`src/rtl/param_shift_register_ce_sreset_pkg.sv`:
```
// Shared types and helpers for the universal shift register slice.
package usr_pkg;

  typedef enum logic [1:0] {
    MODE_HOLD = 2'b00,
    MODE_SHR  = 2'b01,
    MODE_SHL  = 2'b10,
    MODE_LOAD = 2'b11
  } shift_mode_t;

  // Width of a counter that must be able to hold the value `width` itself.
  function automatic int cnt_width(input int width);
    return $clog2(width + 1);
  endfunction

endpackage

```
`src/rtl/param_shift_register_ce_sreset_counter.sv`:
```
// Saturating shift counter with a one-edge done pulse on the MAX-1 -> MAX step.
module usr_shift_counter
  import usr_pkg::*;
#(
  parameter int MAX = 8
) (
  input  logic                        Clk,
  input  logic                        reset,
  input  logic                        ce,
  input  logic                        clr,
  input  logic                        inc,
  output logic [cnt_width(MAX)-1:0]   shift_cnt,
  output logic                        done
);

  localparam int            CW     = cnt_width(MAX);
  localparam logic [CW-1:0] MAX_C  = CW'(MAX);
  localparam logic [CW-1:0] MAX_M1 = CW'(MAX - 1);
  localparam logic [CW-1:0] ONE    = CW'(1);

  logic [CW-1:0] r_cnt;
  logic          r_done;

  // NOTE: sequential state uses non-blocking assignments so every register
  // samples pre-edge values regardless of statement order.
  always_ff @(posedge Clk) begin
    if (reset) begin
      r_cnt  <= '0;
      r_done <= 1'b0;
    end else if (!ce) begin
      r_done <= 1'b0;
    end else if (clr) begin
      r_cnt  <= '0;
      r_done <= 1'b0;
    end else if (inc && (r_cnt != MAX_C)) begin
      r_cnt  <= r_cnt + ONE;
      r_done <= (r_cnt == MAX_M1);
    end else begin
      r_done <= 1'b0;
    end
  end

  assign shift_cnt = r_cnt;
  assign done      = r_done;

endmodule

```
`src/rtl/param_shift_register_ce_sreset.sv`:
```
// Universal WIDTH-bit shift register with CE, sync reset, load and shift tracking.
// Optional rotate input enabled by defining USR_ROTATE_EN.
module param_shift_register_ce_sreset
  import usr_pkg::*;
#(
  parameter int               WIDTH     = 8,
  parameter logic [WIDTH-1:0] RESET_VAL = '0
) (
  input  logic                          Clk,
  input  logic                          reset,
  input  logic                          ce,
  input  shift_mode_t                   mode,
  input  logic [WIDTH-1:0]              D,
  input  logic                          sin_r,
  input  logic                          sin_l,
`ifdef USR_ROTATE_EN
  input  logic                          rotate,
`endif
  output logic [WIDTH-1:0]              Q,
  output logic                          sout_r,
  output logic                          sout_l,
  output logic [cnt_width(WIDTH)-1:0]   shift_cnt,
  output logic                          done
);

  logic [WIDTH-1:0] r_q;
  logic             w_in_r;
  logic             w_in_l;
  logic             w_is_shift;
  logic             w_is_load;

`ifdef USR_ROTATE_EN
  assign w_in_r = rotate ? r_q[0]       : sin_r;
  assign w_in_l = rotate ? r_q[WIDTH-1] : sin_l;
`else
  assign w_in_r = sin_r;
  assign w_in_l = sin_l;
`endif

  assign w_is_shift = (mode == MODE_SHR) || (mode == MODE_SHL);
  assign w_is_load  = (mode == MODE_LOAD);

  // NOTE: reset is sampled on the clock edge, so it sits inside the clocked
  // branch rather than in the sensitivity list.
  always_ff @(posedge Clk) begin
    if (reset) begin
      r_q <= RESET_VAL;
    end else if (ce) begin
      case (mode)
        MODE_SHR:  r_q <= {w_in_r, r_q[WIDTH-1:1]};
        MODE_SHL:  r_q <= {r_q[WIDTH-2:0], w_in_l};
        MODE_LOAD: r_q <= D;
        default:   r_q <= r_q;
      endcase
    end
  end

  usr_shift_counter #(
    .MAX (WIDTH)
  ) u_counter (
    .Clk       (Clk),
    .reset     (reset),
    .ce        (ce),
    .clr       (w_is_load),
    .inc       (w_is_shift),
    .shift_cnt (shift_cnt),
    .done      (done)
  );

  assign Q      = r_q;
  assign sout_r = r_q[0];
  assign sout_l = r_q[WIDTH-1];

endmodule

```
`config.mk`:
```
export PLATFORM = sky130hd
export DESIGN_NAME = param_shift_register_ce_sreset
export DESIGN_NICKNAME = d
export VERILOG_FILES = /design/src/rtl/param_shift_register_ce_sreset_pkg.sv /design/src/rtl/param_shift_register_ce_sreset_counter.sv /design/src/rtl/param_shift_register_ce_sreset.sv
export SDC_FILE = /design/constraint.sdc
export NUM_CORES = 1
export LEC_CHECK = 0
export CAP_MARGIN = 20
export CORE_MARGIN = 3
export CORE_UTILIZATION = 40
export CTS_CLUSTER_SIZE = 20
export DETAILED_ROUTE_END_ITERATION = 10
export PLACE_DENSITY = 0.76
export SLEW_MARGIN = 20
export SYNTH_ARGS = -nofsm -noshare
export SYNTH_HDL_FRONTEND = slang
export SYNTH_SLANG_ARGS = --single-unit
```
`constraint.sdc`:
```
create_clock -name Clk -period 3.5 [get_ports Clk]
set_input_delay 0.875 -clock Clk [delete_from_list [all_inputs] [get_ports Clk]]
set_output_delay 0.875 -clock Clk [all_outputs]
set_load 0.005 [all_outputs]
```
==> key figures, run 1 <==
Run status
  • Run status: completed

Floorplanning
  • Die span in y: roughly 50 microns
  • Initial Util: 0.453
  • Rows: 14
  • Total Die Area: 0.00237 sq mm
  • I/O pins: 30
  • Chip width: between 40 and 50 microns
  • CORE AREA: 0.00161 sq mm

Finish
  • # diodes: 0
  • Share of layout cells above drive strength 1: 0.0531
  • Layout area overhead: 42.2%
  • Non-filler cells, final: 137
  • Final net count: 134

Detailed routing
  • Initial DRC count: 22
  • Total number of vias: roughly 750
  • Post-route antenna net violation count: 0
  • First-pass DRT Iterations: 4
  • Vias per inst: 5.48
  • DR WL/cell: 13.4 microns
  • DRC violations left: 0
  • WL final: between 1500 and 2000 microns

Yosys
  • Largest family of logic cells by synthesized area: compound AO/OA/AOI/OAI gates
  • Net Count, Synth: 106
  • Simple-gate portion of the synthesized area: 0.230
  • Synth Cell Area: around 730 sq um
  • Largest area contributor in the netlist: dfxtp_1
  • Synth Register Bits: 13
  • Synth warnings: 0
  • Xor/xnor cell area share of the yosys netlist: 0
  • Multiplexer share of the synthesized area: 0
  • Unique masters post-synth: 26
  • Post-synthesis adder-cell area fraction: 0.0858
  • Sequential fraction of the synthesis area: 0.357
  • Syn Area/Cell: 8.48 sq um
  • Mapped Cells: 86
  • Yosys top cell area share: 0.357
  • Compound-Gate Fraction of Synth Area: 0.238
  • Top cells by area, synth: dfxtp_1 36%, a311oi_1 9.6%, ha_1 8.6%, a22oi_1 8.2%, nand2_1 4.6%

Clock tree
  • # hold bufs at CTS: 0
  • Clk_lat worst skew: 0.28 ns
  • Reg clk slew, reported paths: 0.09 ns
  • TritonCTS clock tree: done
  • CTS H-tree lvls: 1
  • Clock net sink count: 13
  • Maximum clock path buffer count: 2
  • CTS resizes: 0
  • Root buffer cell: clkbuf_4
  • Num CTS Buffers: 3
  • Postcts setup bufs: 0

STA
  • Clock Skew: 0.00727 ns
  • Min Tclk post-route: around 2.3 ns
  • Total Neg Setup Slack: 0 ns
  • Hold WS: 0.520 ns
  • Max_slew headroom: 0.624
  • RSZ-0062 raised after global routing: no
  • Slew Limit Fails: 0
  • Hold Fails Final Rpt: 0
  • Max Fclk: approximately 430 MHz
  • Final setup fails: 0
  • Final Worst Setup Slack: 1.16 ns
  • Slew at the pin with the worst max-slew slack: 0.563 ns
  • Period utilization: 0.669

GRT
  • Grt ovf: 0
  • Largest net degree at the start of global routing: 18
  • Vias in the first global route: 727
  • GRT Overall Usage: 0.157
  • Global-route wire length before repair: 3000 microns
  • Initial antenna violation count: 0

Setup path
  • Critical-path top delay cell: or4b_1
  • Crit path required time: roughly 3.7 ns
  • Crit Path Category: in2reg
  • Delay-heaviest family, CP: simple AND/OR/NAND/NOR gates
  • CP Capture Type: register
  • Slowest stage delay, CP: a little under 0.5 ns
  • WP buf/inv: 2
  • CP cell instances: clkdlybuf4s50_1, inv_1, ha_1, nand3_1, or4b_1, a21oi_1
  • CP max FO: 5
  • Crit path DAT: 2.54 ns
  • Worst Setup Start Kind: input port

Flow run
  • Max cap viols: 0

Power and ir drop
  • Leak Pwr: approximately 0.37 nW
  • PD cells: 327 mW/mm^2
  • Tot Pwr: roughly 0.34 mW
  • VDD IR max: between 0.2 and 0.25 mV

Placement
  • HPWL Detailed: 1380 microns
  • Setup WS pre-CTS: 0.869 ns
  • Placed Instances: 133
  • GPL Wtd Cong: 0.760
  • PortBufs: 29

Hold path
  • Hold WC Path Type: reg2reg
kinds of logic after synthesis:
family	Yosys count
AO/OA/AOI/OAI	24
adder cells (fa/ha/maj)	5
buffers and inverters	12
flip-flops	13
AND/OR/NAND/NOR	32
worst reg2reg max path: stages (launching register included):
cell      delay, ns
dfxtp_1        0.42
inv_1          0.09
ha_1           0.21
nand3b_1       0.14
or4b_1         0.45
a21oi_1        0.13
synthesized netlist by cell type:
cell type	instances
a21oi_1	4
a22oi_1	8
a311oi_1	8
a41oi_1	1
and3b_1	1
and4bb_2	1
buf_2	1
buf_4	3
buf_6	1
clkbuf_1	2
dfxtp_1	13
ha_1	5
inv_1	5
nand2_1	9
nand3_1	3
nand3b_1	1
nand4_1	1
nor2_1	8
nor2_2	1
nor2b_1	1
nor3_1	2
nor4_1	1
o21ai_0	3
or2b_1	1
or4_1	1
or4b_1	1
state kept, by name (all words and copies together) (netlist names):
register	flops
Q	8
u_counter.shift_cnt	4
u_counter.done	1
metal layers:
layer	vias up	share of wire	track usage
met5	-	0	0
met4	0	0.0087	0.0284
met2	29	0.49	0.285
li1	373	-	-
met1	347	0.43	0.169
met3	2	0.070	0.0644
cell usage in the layout, fill, tap and decap left out:
master,Yosys,layout
and3b_1,1,1
a21oi_1,4,4
ha_1,5,5
clkdlybuf4s50_1,0,29
nand3_1,3,3
and4bb_2,1,1
nand2_1,9,9
clkbuf_1,2,1
nand4_1,1,1
nor4_1,1,1
nor2_2,1,1
inv_1,5,5
nand3b_1,1,1
clkbuf_4,0,3
nor2_1,8,8
or2b_1,1,1
nor2b_1,1,1
buf_4,3,1
or4b_1,1,1
dfxtp_1,13,13
a311oi_1,8,8
o21ai_0,3,3
or4_1,1,1
a41oi_1,1,1
a22oi_1,8,8
nor3_1,2,2
final cells by class:
cell class | instances | area (sq um)
multi-input cells | 61 | 404
clock buffers | 4 | 26.3
well taps | 24 | 30.0
inverters | 5 | 18.8
flip-flops and latches | 13 | 260
repair buffers | 30 | 298
fillers | 157 | 574
power by group:
group | internal, mW | switching (mW) | total (mW) | leakage, nW
clock network | 0.0442 | 0.0513 | 0.0955 | 0.0150
registers | 0.156 | 0.00890 | 0.165 | 0.107
logic | 0.0455 | 0.0327 | 0.0782 | 0.245
total | 0.246 | 0.0930 | 0.339 | 0.367
through the flow:
| step | cell area, sq um | utilization |
|---|---|---|
| finish | 1040 | 0.644 |
| global route | 1040 | 0.644 |
| CTS | 1040 | 0.644 |
| detailed placement | 1010 | 0.627 |
| global placement | 1010 | 0.627 |
| floorplan | 729 | - |
worst paths after layout:
path / cells past startpoint / slack, ns / startpoint / end
worst min-delay path: 2 / 0.52 / Q[4]$_SDFFE_PP0P_ / Q[3]$_SDFFE_PP0P_
worst max register to register: 5 / 1.98 / u_counter.shift_cnt[0]$_SDFFE_PP0P_ / u_counter.shift_cnt[2]$_SDFFE_PP0P_
worst max-delay path: 6 / 1.16 / mode[0] / u_counter.shift_cnt[2]$_SDFFE_PP0P_
worst min register to register: 2 / 0.52 / Q[4]$_SDFFE_PP0P_ / Q[3]$_SDFFE_PP0P_
No activity file was read; power rests on OpenSTA's default activity.
==> inputs of run 2 (changes only) <==
Settings changed: CORE_ASPECT_RATIO set to 1.5, CORE_UTILIZATION 40 to 37, PLACE_DENSITY 0.76 to 0.74.
Clock period 3.5 ns to 1.91 ns, I/O delays scaled along.
==> key figures, run 2 (same netlist as run 1, synthesis figures left out) <==
Run status
  • Run status: completed

Finish
  • Share of layout cells above drive strength 1: 0.124 (+0.0709)
  • Leading cell type in the layout, fill and taps excluded: clkdlybuf4s50_1
  • Layout area overhead: 52.0%
  • Max FFs per register: 8 (unchanged)
  • Util after Layout: 0.598 (-0.0458)
  • Filler cells: 185 (+18%)
  • # diodes: 0 (unchanged)
  • Most frequent cells in the layout: 28 x clkdlybuf4s50_1, 13 x dfxtp_1, 9 x nand2_1, 9 x buf_4
  • Final net count: 142 (+6.0%)
  • Non-filler cells, final: 142 (+3.6%)

Floorplanning
  • Total Die Area: 0.00255 sq mm (+7.6%)
  • Chip width: 42.3 microns (-13%)
  • Rows: 19 (+5)
  • CORE AREA: 0.00185 sq mm (+15%)
  • Die span in y: 60.4 microns (+24%)
  • Initial Util: 0.393 (-0.0593)
  • I/O pins: 30 (unchanged)

STA
  • Period utilization: 0.971
  • Hold Fails Final Rpt: 0 (unchanged)
  • Total Neg Setup Slack: 0 ns (unchanged)
  • Min Tclk post-route: 1.86 ns
  • Slew at the pin with the worst max-slew slack: 0.483 ns (-0.0806 ns)
  • Final setup fails: 0 (unchanged)
  • Final Worst Setup Slack: 0.0545 ns (-1.10 ns)
  • Clock Skew: 0.00196 ns (-0.00531 ns)
  • Max_slew headroom: 0.677 (+0.0527)
  • Max Fclk: 539 MHz
  • RSZ-0062 raised after global routing: no
  • Slew Limit Fails: 0 (unchanged)

Setup path
  • R2r startpoint: u_counter.shift_cnt[0]$_SDFFE_PP0P_
  • CP Capture Type: register
  • R2R setup slack: 0.37 ns (-1.61 ns)
  • Crit path DAT: 2.05 ns (-0.49 ns)
  • Crit Path Category: in2reg
  • Path depth of the worst reg2reg path: 5 (unchanged)
  • Critical path endpoint: u_counter.shift_cnt[2]$_SDFFE_PP0P_
  • Crit path from: mode[0]
  • Worst Setup Start Kind: input port
  • Crit path required time: 2.10 ns (-1.60 ns)
  • CP max FO: 4 (-1)
  • Reg-to-Reg End: u_counter.shift_cnt[2]$_SDFFE_PP0P_

GRT
  • Vias in the first global route: 700 (-3.7%)
  • Initial antenna violation count: 0 (unchanged)
  • Grt ovf: 0 (unchanged)
  • Largest net degree at the start of global routing: 17 (-1)
  • Global-route wire length before repair: 3000 microns (unchanged)
  • GRT Overall Usage: 0.153 (-0.00390)

Clock tree
  • Num CTS Buffers: 3 (unchanged)
  • Postcts setup bufs: 0 (unchanged)
  • TritonCTS clock tree: done
  • CTS H-tree lvls: 1 (unchanged)
  • # hold bufs at CTS: 0 (unchanged)
  • Clk_lat worst skew: 0.26 ns (-0.02 ns)
  • Clock net sink count: 13 (unchanged)
  • Root buffer cell: clkbuf_4
  • Maximum clock path buffer count: 2 (unchanged)
  • Reg clk slew, reported paths: 0.08 ns (about the same)

Power and ir drop
  • Sw Ratio: 0.258 (-0.0162)
  • VDD IR max: 0.332 mV (+44%)
  • PD cells: 562 mW/mm^2 (+72%)
  • Logic pwr share: 0.252 (+0.021)
  • Sequential share of power: 0.486 (-0.002)
  • Internal power: 0.463 mW (+88%)
  • Psw: 0.161 mW (+73%)
  • Clock power share: 0.262 (-0.020)
  • Leak Pwr: 0.415 nW (+13%)

Placement
  • GPL Wtd Cong: 0.770 (+1.4%)
  • Placed Instances: 138 (+3.8%)
  • PortBufs: 29 (unchanged)
  • Setup WS pre-CTS: -0.252 ns (-1.12 ns)
  • HPWL Detailed: 1410 microns (+2.7%)

Detailed routing
  • WL final: 1830 microns (-0.49%)
  • First-pass DRT Iterations: 4 (unchanged)
  • Total number of vias: 776 (+3.3%)
  • Post-route antenna net violation count: 0 (unchanged)
  • DR WL/cell: 12.9 microns (-4.0%)
  • Vias per inst: 5.46 (-0.31%)
  • Initial DRC count: 14 (-36%)
  • DRC violations left: 0 (unchanged)

Hold path
  • Hold WC Path Type: reg2reg
  • Worst hold stages: 2 (unchanged)

Flow run
  • Max cap viols: 0 (unchanged)
[run 2: cell types whose count changed in the layout (fill, tap and decap cells not counted)]
cell             change
buf_4                +8
clkdlybuf4s50_1      -1
ha_1                 -1
dlymetal6s2s_1       +1
ha_4                 +1
[run 2: worst min path at each step]
stage	slack, ns	startpoint	to
after floorplan	0.49	Q[4]$_SDFFE_PP0P_	Q[3]$_SDFFE_PP0P_
after global placement	0.50	Q[4]$_SDFFE_PP0P_	Q[3]$_SDFFE_PP0P_
after detailed placement	0.51	Q[1]$_SDFFE_PP0P_	Q[0]$_SDFFE_PP0P_
after CTS	0.52	Q[1]$_SDFFE_PP0P_	Q[0]$_SDFFE_PP0P_
after global routing	0.54	Q[4]$_SDFFE_PP0P_	Q[3]$_SDFFE_PP0P_
final	0.52	Q[7]$_SDFFE_PP0P_	Q[6]$_SDFFE_PP0P_
[run 2: layout make-up]
class	count	area, sq um	share of cell area
Multi-Input combinational cell	61	417	0.376
Timing Repair Buffer	38	360	0.325
Sequential cell	13	260	0.235
Clock buffer	4	26.3	0.0237
Tap cell	21	26.3	0.0237
Inverter	5	18.8	0.0169
[run 2: power groups by stage]
stage                     registers, mW  clock network [mW]  logic, mW
after floorplan                   0.308                   0     0.0689
after detailed placement          0.310                   0      0.154
after global routing              0.306               0.197      0.172
final                             0.303               0.163      0.157
after global placement            0.309                   0      0.152
after CTS                         0.303               0.172      0.155
[run 2: metal layers]
layer	share of wire	global-route usage	wire length (microns)
met5	0	0	0
met4	0.0049	0.0667	9
met3	0.079	0.0415	144
met2	0.52	0.283	960
met1	0.39	0.161	719
[run 2: metrics by stage]
stage | total power [mW] | cell area (sq um) | hold WS, ns
finish | 0.624 | 1110 | 0.517
global route | 0.675 | 1110 | 0.538
CTS | 0.630 | 1090 | 0.519
detailed placement | 0.464 | 1070 | 0.509
global placement | 0.461 | 1070 | 0.501
floorplan | 0.377 | 729 | 0.489
[run 2: critical path, cell delays in order]
cell	delay (ns)
clkdlybuf4s50_1	0.49
inv_1	0.09
ha_4	0.28
nand3_1	0.09
or4b_1	0.48
a21oi_1	0.13
[run 2: what timing repair did]
| item | in CTS | in global routing |
|---|---|---|
| endpoints found under the hold margin | 0 | 0 |
| setup endpoints to repair | 0 | 1 |
| resized for setup | 0 | 2 |
==> inputs of run 3 (changes only) <==
Settings changed: CTS_CLUSTER_SIZE 20 to 10, GPL_TIMING_DRIVEN set to 0.
Clock period 1.91 ns to 1.5 ns, I/O delays scaled along.
==> key figures, run 3 (same netlist as run 1, synthesis figures left out) <==
Setup path
  • CP cell instances: clkdlybuf4s15_2, inv_1, ha_4, buf_4, nand4_1, or4_1, a21oi_1
  • Critical-path top delay cell: or4_1
  • WP buf/inv: 3 (+1)
  • Delay-heaviest family, CP: simple AND/OR/NAND/NOR gates
  • Worst Setup Start Kind: input port
  • Slowest stage delay, CP: 0.42 ns (-0.07 ns)
  • Crit Path Category: in2reg
  • CP Capture Type: register
  • Crit path DAT: 1.67 ns (-0.38 ns)
  • CP max FO: 4 (unchanged)
  • Crit path required time: 1.70 ns (-0.40 ns)

GRT
  • Vias in the first global route: 798 (+14%)
  • Grt ovf: 0 (unchanged)
  • Initial antenna violation count: 0 (unchanged)
  • GRT Overall Usage: 0.173 (+0.0206)
  • Global-route wire length before repair: 3430 microns (+14%)
  • Largest net degree at the start of global routing: 11 (-6)

Finish
  • # diodes: 0 (unchanged)
  • Non-filler cells, final: 152 (+7.0%)
  • Most frequent cells in the layout: 16 x buf_4, 14 x clkdlybuf4s50_1, 9 x dfxtp_2, 9 x nand2_1
  • Share of layout cells above drive strength 1: 0.336 (+0.212)
  • Leading cell type in the layout, fill and taps excluded: buf_4
  • Layout area overhead: 69.5%
  • Util after Layout: 0.667 (+0.0688)
  • Final net count: 152 (+7.0%)
  • Max FFs per register: 8 (unchanged)
  • Fin area: 0.00124 sq mm (+12%)

Detailed routing
  • WL final: 2250 microns (+23%)
  • Total number of vias: 874 (+13%)
  • Initial DRC count: 16 (+2)
  • DRC violations left: 0 (unchanged)
  • Post-route antenna net violation count: 0 (unchanged)
  • Metal3 WL: 151 microns (+4.9%)
  • Vias per inst: 5.75 (+5.2%)
  • WL met2: 1200 microns (+25%)
  • DR WL/cell: 14.8 microns (+15%)
  • Met1 Wirelength: 878 microns (+22%)
  • First-pass DRT Iterations: 4 (unchanged)
  • Top sig layer: met4

STA
  • Period utilization: 0.984
  • Clock Skew: 0.00362 ns (+0.00166 ns)
  • Max Fclk: 677 MHz
  • Final setup fails: 0 (unchanged)
  • Hold Fails Final Rpt: 0 (unchanged)
  • Total Neg Setup Slack: 0 ns (unchanged)
  • Min Tclk post-route: 1.48 ns
  • Hold WS: 0.514 ns (-0.00327 ns)
  • Slew at the pin with the worst max-slew slack: 0.554 ns (+0.0708 ns)
  • Max_slew headroom: 0.631 (-0.0462)
  • Slew Limit Fails: 0 (unchanged)

Clock tree
  • CTS H-tree lvls: 1 (unchanged)
  • TritonCTS clock tree: done
  • Clock net sink count: 13 (unchanged)
  • Root buffer cell: clkbuf_4
  • Clk_lat worst skew: 0.28 ns (+0.02 ns)
  • Reg clk slew, reported paths: 0.08 ns (about the same)
  • Num CTS Buffers: 3 (unchanged)
  • Maximum clock path buffer count: 2 (unchanged)

Placement
  • Placed Instances: 136 (-1.4%)
  • GPL Wtd Cong: 0.726 (-5.7%)
  • PortBufs: 29 (unchanged)
  • HPWL Detailed: 1400 microns (-1.2%)
  • Post-DP Area: 0.00105 sq mm (-2.0%)

Run status
  • Run status: completed

Flow run
  • Max cap viols: 0 (unchanged)

Power and ir drop
  • Leak Pwr: 0.596 nW (+44%)
  • PD cells: 670 mW/mm^2 (+19%)
  • VDD IR max: 0.568 mV (+71%)

Floorplanning
  • Initial Util: 0.393 (unchanged)
  • CORE AREA: 0.00185 sq mm (unchanged)
  • Die span in y: 60.4 microns (unchanged)
  • I/O pins: 30 (unchanged)
  • Rows: 19 (unchanged)
  • Chip width: 42.3 microns (unchanged)
  • Total Die Area: 0.00255 sq mm (unchanged)

Hold path
  • Hold WC Path Type: reg2reg
## run 3: changes by cell type in the layout (fill, tap and decap cells not counted), moves of 2 or more
cell	delta
dlygate4sd2_1	+6
dfxtp_1	-12
clkdlybuf4s50_1	-14
dfxtp_4	+3
ha_1	-2
clkdlybuf4s15_2	+2
dlymetal6s2s_1	+6
dfxtp_2	+9
buf_4	+7
ha_2	+2
## run 3: power by group
part           leakage (nW)  internal, mW  switching, mW  total, mW
clock network        0.0150         0.103          0.114      0.217
registers             0.112         0.365         0.0133      0.378
logic                 0.469         0.132          0.101      0.233
## run 3: path summary, 6_finish.rpt
kind | from | end | slack, ns | cells past startpoint
max | mode[1] | u_counter.shift_cnt[3]$_SDFFE_PP0P_ | 0.02 | 7
min | Q[1]$_SDFFE_PP0P_ | Q[0]$_SDFFE_PP0P_ | 0.51 | 2
max reg2reg | u_counter.shift_cnt[0]$_SDFFE_PP0P_ | u_counter.shift_cnt[2]$_SDFFE_PP0P_ | 0.06 | 5
min reg2reg | Q[1]$_SDFFE_PP0P_ | Q[0]$_SDFFE_PP0P_ | 0.51 | 2
## run 3: metal layers
metal | up-vias | global-route usage
li1 | 412 | -
met1 | 422 | 0.191
met2 | 36 | 0.309
met3 | 4 | 0.0356
met4 | 0 | 0.0978
met5 | - | 0
## run 3: repair_timing
action | CTS | global route
gates resized for setup | 32 | 10
hold buffers | 0 | 0
setup endpoints to repair | 26 | 9
pin swaps | 4 | 3
buffers inserted | 12 | 1
## run 3: final cells by class
type                       instances  area (sq um)
buffer                             6          42.5
clock buffer                       4          26.3
fill                             170           618
inverter                           5          18.8
multi-input combinational         61           439
sequential                        13           283
tap                               21          26.3
timing repair buffer              42           400
## run 3: worst min-delay path, cell delays in order (launching register included)
cell and delay [ns]:
dfxtp_2 0.34, nand2_1 0.05, a311oi_1 0.08
## run 3: metrics by stage
stage / power, mW / setup slack, ns
2_1_floorplan: 0.480 / 0.0249
3_3_place_gp: 0.585 / -0.597
3_5_place_dp: 0.588 / -0.639
4_1_cts: 0.829 / 0.000809
5_1_grt: 0.875 / -0.0224
6_report: 0.828 / 0.0240
